===== src/rtl/key_press_decoder_if.sv =====
// Key/event handshake bundle between a debounced key source and the press
// decoder; master drives key pulses and ack, slave presents the event register.
interface key_press_decoder_if;
  logic       key_on;
  logic       key_off;
  logic       evt_ack;
  logic       evt_valid;
  logic [1:0] evt_code;
  logic       evt_lost;
  logic       key_held;

  modport master (
    output key_on, key_off, evt_ack,
    input  evt_valid, evt_code, evt_lost, key_held
  );

  modport slave (
    input  key_on, key_off, evt_ack,
    output evt_valid, evt_code, evt_lost, key_held
  );
endinterface


===== src/rtl/key_press_decoder.sv =====
// Classifies debounced key presses into short / long / repeat events and
// presents them through a one-deep event register with a sticky overflow flag.
module key_press_decoder #(
  parameter int LONG_TICKS   = 50_000_000,
  parameter int REPEAT_TICKS = 10_000_000,
  parameter int CNT_WIDTH    = 26
) (
  input  logic               clk,
  input  logic               rst_n,
  key_press_decoder_if.slave bus
);

  typedef enum logic [1:0] {
    IDLE      = 2'd0,
    HELD      = 2'd1,
    LONG_HELD = 2'd2
  } state_t;

  localparam logic [1:0] EVT_NONE   = 2'b00;
  localparam logic [1:0] EVT_SHORT  = 2'b01;
  localparam logic [1:0] EVT_LONG   = 2'b10;
  localparam logic [1:0] EVT_REPEAT = 2'b11;

  localparam logic [CNT_WIDTH-1:0] LONG_LAST   = CNT_WIDTH'(LONG_TICKS - 1);
  localparam logic [CNT_WIDTH-1:0] REPEAT_LAST = CNT_WIDTH'(REPEAT_TICKS - 1);

  state_t               state_p0, state_nxt;
  logic [CNT_WIDTH-1:0] cnt_p0, cnt_nxt;
  logic                 gen;
  logic [1:0]           gen_code;
  logic                 evt_load, evt_drop;

  logic                 evt_vld_p1;
  logic [1:0]           evt_code_p1;
  logic                 evt_lost_p1;
  logic                 key_held_p1;

  always_comb begin
    state_nxt = state_p0;
    cnt_nxt   = cnt_p0;
    gen       = 1'b0;
    gen_code  = EVT_NONE;
    case (state_p0)
      IDLE: begin
        cnt_nxt = '0;
        if (bus.key_on && !bus.key_off) state_nxt = HELD;
      end
      HELD: begin
        if (bus.key_off) begin
          gen       = 1'b1;
          gen_code  = EVT_SHORT;
          cnt_nxt   = '0;
          state_nxt = IDLE;
        end else if (cnt_p0 == LONG_LAST) begin
          gen       = 1'b1;
          gen_code  = EVT_LONG;
          cnt_nxt   = '0;
          state_nxt = LONG_HELD;
        end else begin
          cnt_nxt = cnt_p0 + 1'b1;
        end
      end
      LONG_HELD: begin
        // Release wins over a repeat that would fire in the same cycle.
        if (bus.key_off) begin
          cnt_nxt   = '0;
          state_nxt = IDLE;
        end else if (cnt_p0 == REPEAT_LAST) begin
          gen      = 1'b1;
          gen_code = EVT_REPEAT;
          cnt_nxt  = '0;
        end else begin
          cnt_nxt = cnt_p0 + 1'b1;
        end
      end
      default: begin
        cnt_nxt   = '0;
        state_nxt = IDLE;
      end
    endcase
  end

  assign evt_load = gen && (!evt_vld_p1 || bus.evt_ack);
  assign evt_drop = gen && evt_vld_p1 && !bus.evt_ack;

  // Stage p0 -> p1: decoder state and the one-deep event register
  always_ff @(posedge clk or posedge rst_n) begin
    if (rst_n) begin
      state_p0    <= IDLE;
      cnt_p0      <= '0;
      evt_vld_p1  <= 1'b0;
      evt_code_p1 <= EVT_NONE;
      evt_lost_p1 <= 1'b0;
      key_held_p1 <= 1'b0;
    end else begin
      state_p0    <= state_nxt;
      cnt_p0      <= cnt_nxt;
      key_held_p1 <= (state_nxt == HELD) || (state_nxt == LONG_HELD);
      if (evt_load) begin
        evt_vld_p1  <= 1'b1;
        evt_code_p1 <= gen_code;
      end else if (bus.evt_ack) begin
        evt_vld_p1  <= 1'b0;
        evt_code_p1 <= EVT_NONE;
      end
      if (evt_drop)         evt_lost_p1 <= 1'b1;
      else if (bus.evt_ack) evt_lost_p1 <= 1'b0;
    end
  end

  assign bus.evt_valid = evt_vld_p1;
  assign bus.evt_code  = evt_code_p1;
  assign bus.evt_lost  = evt_lost_p1;
  assign bus.key_held  = key_held_p1;

endmodule


===== src/flat_wrapper.sv =====
// flat-port wrapper written by rule: the top's interface ports become plain ports
module key_press_decoder_flat 
#(
  parameter int LONG_TICKS   = 50_000_000,
  parameter int REPEAT_TICKS = 10_000_000,
  parameter int CNT_WIDTH    = 26
)
  (clk, rst_n, bus_key_on, bus_key_off, bus_evt_ack, bus_evt_valid, bus_evt_code, bus_evt_lost, bus_key_held);
  key_press_decoder_if bus_i ();
  input  logic clk;
  input  logic rst_n;
  input wire logic [$bits(bus_i.key_on)-1:0] bus_key_on;
  input wire logic [$bits(bus_i.key_off)-1:0] bus_key_off;
  input wire logic [$bits(bus_i.evt_ack)-1:0] bus_evt_ack;
  output wire logic [$bits(bus_i.evt_valid)-1:0] bus_evt_valid;
  output wire logic [$bits(bus_i.evt_code)-1:0] bus_evt_code;
  output wire logic [$bits(bus_i.evt_lost)-1:0] bus_evt_lost;
  output wire logic [$bits(bus_i.key_held)-1:0] bus_key_held;
  assign bus_i.key_on = bus_key_on;
  assign bus_i.key_off = bus_key_off;
  assign bus_i.evt_ack = bus_evt_ack;
  assign bus_evt_valid = bus_i.evt_valid;
  assign bus_evt_code = bus_i.evt_code;
  assign bus_evt_lost = bus_i.evt_lost;
  assign bus_key_held = bus_i.key_held;
  key_press_decoder #(.LONG_TICKS(LONG_TICKS), .REPEAT_TICKS(REPEAT_TICKS), .CNT_WIDTH(CNT_WIDTH)) u_core (.clk(clk), .rst_n(rst_n), .bus(bus_i));
endmodule

===== config.mk =====
export PLATFORM = sky130hd
export DESIGN_NAME = key_press_decoder_flat
export DESIGN_NICKNAME = d
export VERILOG_FILES = /design/src/rtl/key_press_decoder_if.sv /design/src/rtl/key_press_decoder.sv /design/src/flat_wrapper.sv
export SDC_FILE = /design/constraint.sdc
export NUM_CORES = 1
export LEC_CHECK = 0
export CAP_MARGIN = 20
export CELL_PAD_IN_SITES_DETAIL_PLACEMENT = 1
export CELL_PAD_IN_SITES_GLOBAL_PLACEMENT = 2
export CORE_MARGIN = 5
export CORE_UTILIZATION = 30
export CTS_BUF_LIST = sky130_fd_sc_hd__clkbuf_16
export DETAILED_ROUTE_END_ITERATION = 8
export HOLD_SLACK_MARGIN = 0.12
export PLACE_DENSITY = 0.72
export SLEW_MARGIN = 20
export SYNTH_ARGS = -nofsm -noshare
export SYNTH_HDL_FRONTEND = slang
export SYNTH_SLANG_ARGS = --single-unit

===== constraint.sdc =====
create_clock -name clk -period 1.83 [get_ports clk]
set_input_delay 0.2745 -clock clk [delete_from_list [all_inputs] [get_ports clk]]
set_output_delay 0.2745 -clock clk [all_outputs]
set_load 0.02 [all_outputs]

==> metrics <==
sequential share of the synthesized area=45.6%; failing checks=negative setup slack; Crit. End Element=flop; PnR worst setup slack=-314 ps; Post-DRT Antenna Nets=0; Worst setup SP type=flop; Psw=just over 0.7 mW; Total GRT Usage=~13%; IO Port Bufs=9; DR vias=between 1500 and 2000; clock latency on the worst-skew pair=270 ps; largest family of logic cells by synthesized area=simple AND/OR/NAND/NOR gates; IO Pins=10; status=finished with violations; DRC viols=0; synthesized instance count=about 190; die height=87.7 microns; crit path launch=u_core.cnt_p0[24]; Placeable Area=5890 sq um; layout cells sized above 1=28.7%; area share of fa/ha/maj cells after synthesis=under 10%; Routed WL per cell=15.4 microns; Nets=~250; Sequential Power Share=33.1%; clk buf depth=2; Reg clk slew, reported paths=roughly 60 ps; Die X=87.7 microns; Rows=28; initial antenna violation count=0; HPWL after DPL=3.17 mm; initial cell density of the core=between 30% and 40%; VDD IR max=0.000524 V; setup violators final=32; post-route fraction of the period consumed by the critical path=117%; worst r2r src=u_core.cnt_p0[24]; syn_nets=195; commonest non-fill, non-tap cell in the layout=buf_4; Worst Hold Class=input port to asynchronous set/reset pin; Slew @ Worst Pin=~440 ps; first-pass GRT wire length=roughly 7.7 mm; crit path time final=2140 ps; Initial DRC Count=19; worst-path fanout max=5; area grow syn2layout=42.3%; ys flop type=dfrtp_1; Crit Path Category=flop to flop; Netlist cell types=39; syn avg cell area=9.79 sq um; cell area after synthesis=about 1800 sq um; pins over their slew limit=0; Clock power frac=38.0%; Post-Synth XOR/XNOR Area=between 10% and 20%; CTS Buf Count=5; H-tree level count=2; Gate power share=between 20% and 30%; post-synthesis mux area share=0%; Synthesis Warnings=0; CP required=between 1500 and 2000 ps; Pwr Density=950 nW/um^2; flop and latch count out of synthesis=33; Slew HR=70.7%; Final Wtd Congestion=0.716; clock root buffer=clkbuf_16; Sw Share=between 20 and 30%; largest net degree at the start of global routing=34; Congestion Overflow GR=0; Synth Area in Compound Gates=7.60%; most frequent cells in the layout=buf_4 (42), dfrtp_1 (33), nor2_1 (32); via density per instance=around 5; CP arrival=~2300 ps; CTS tree=done; die area=between 7000 and 8000 sq um; Util after Layout=43.8%; Final Hold Violating Endpoints=0; internal power=1.74 mW; ANT cells=0; clock sink count=33; max-cap violation count=0; total power=2.45 mW; ys async rst share=100%; P_leak=approximately 1.2 nW; drt total wl=about 4.9 mm; Post-Synth Simple-Gate Area=28.7%; DRT Pass-1 Iters=4; number of global-route vias before repair=about 1600; max frequency=0.466 GHz; Clock Skews=between 5 and 6 ps; Post-synth EDFFs=0; unrepaired setup endpoints after global routing=true
## metal layers
metal / up-vias / part of all wire (%) / GRT usage (%) / routed length (microns)
met4: 0 / 0.88 / 2.93 / 43
met1: 776 / 44 / 16.0 / 2170
met5: - / 0 / 0 / 0
li1: 763 / - / - / -
met2: 16 / 52 / 22.3 / 2550
met3: 6 / 3.0 / 3.10 / 146
## synth_stat cells (all sizes together), types with 2 or more instances
cell    count  area, sq um
and3        5         31.3
a21oi       3         15.0
ha          5         62.6
and4        3         26.3
a211oi      3         22.5
and2        2         12.5
nor2       32          120
dfrtp      33          826
a21o        2         16.3
inv         8         30.0
nand3      10         55.1
nand4       9         56.3
nand2      11         41.3
or4bb       2         22.5
nor2b       2         12.5
xor2       18          158
buf         3         22.5
nor4        4         46.3
o22ai       3         18.8
or4b        2         23.8
xnor2       6         52.6
nand2b      5         31.3
nor3        3         15.0
## critical path: stages (launching register included)
cell and delay [ps]:
dfrtp_1 400, or4b_4 570, nor4_4 220, buf_4 180
a22oi_2 90, buf_4 180, a211oi_4 270, o21bai_1 100
## layout make-up
class	count	area [sq um]
fillers	668	3310
multi-input cells	140	992
flip-flops and latches	33	826
repair buffers	55	473
clock buffers	5	125
well taps	75	93.8
clock inverters	3	37.5
inverters	8	30.0
## flip-flops by register name (all words and copies together), names as in the netlist
signal	count
u_core.cnt_p0	26
u_core.bus.evt_code	2
u_core.state_p0	2
u_core.bus.evt_lost	1
u_core.bus.evt_valid	1
u_core.bus.key_held	1
## timing repair
action | in CTS | in global routing
endpoints found under the hold margin | 0 | 0
endpoints found under the setup margin | 30 | 33
buffers inserted | 2 | 4
pin swaps | 3 | 7
hold buffers | 0 | 0
cloned | 0 | 2
gates resized for setup | 4 | 6
## power by group through the flow
stage,Combinational (mW),Clock (mW),Sequential (mW)
2_1_floorplan,0.288,0,0.862
3_3_place_gp,0.547,0,0.819
3_5_place_dp,0.549,0,0.820
4_1_cts,0.569,0.956,0.809
5_1_grt,0.770,1.00,0.819
6_report,0.706,0.931,0.812
## cell families (layout without fill, tap and decap cells)
| group | after synthesis | after routing |
|---|---|---|
| buf+inv | 12 | 71 |
| compound gates | 18 | 18 |
| flops | 33 | 33 |
| simple gates | 93 | 93 |
| xor+xnor | 24 | 24 |
| fa+ha+maj | 5 | 5 |
## metrics by stage
step | instances | area (sq um) | TNS (ps) | hold slack, ps | setup slack (ps)
after floorplan | 185 | 1830 | -2600 | 383 | -120
after detailed placement | 303 | 2270 | -3070 | 530 | -220
after global placement | 303 | 2270 | -2430 | 519 | -144
after CTS | 313 | 2470 | -3560 | 427 | -204
final | 319 | 2580 | -8610 | 401 | -314
after global routing | 319 | 2580 | -10400 | 459 | -373
## final timing paths
path | end | cells after the start | slack [ps]
setup / recovery | u_core.bus.evt_code[1] | 7 | -310
max in group asynchronous | u_core.cnt_p0[14] | 3 | 1120
hold / removal | u_core.bus.key_held | 3 | 400
hold reg to reg | u_core.bus.evt_lost | 2 | 560
setup reg to reg | u_core.bus.evt_code[1] | 7 | -310
min in group clk | u_core.bus.evt_lost | 2 | 560
(Power assumes the default switching activity.)
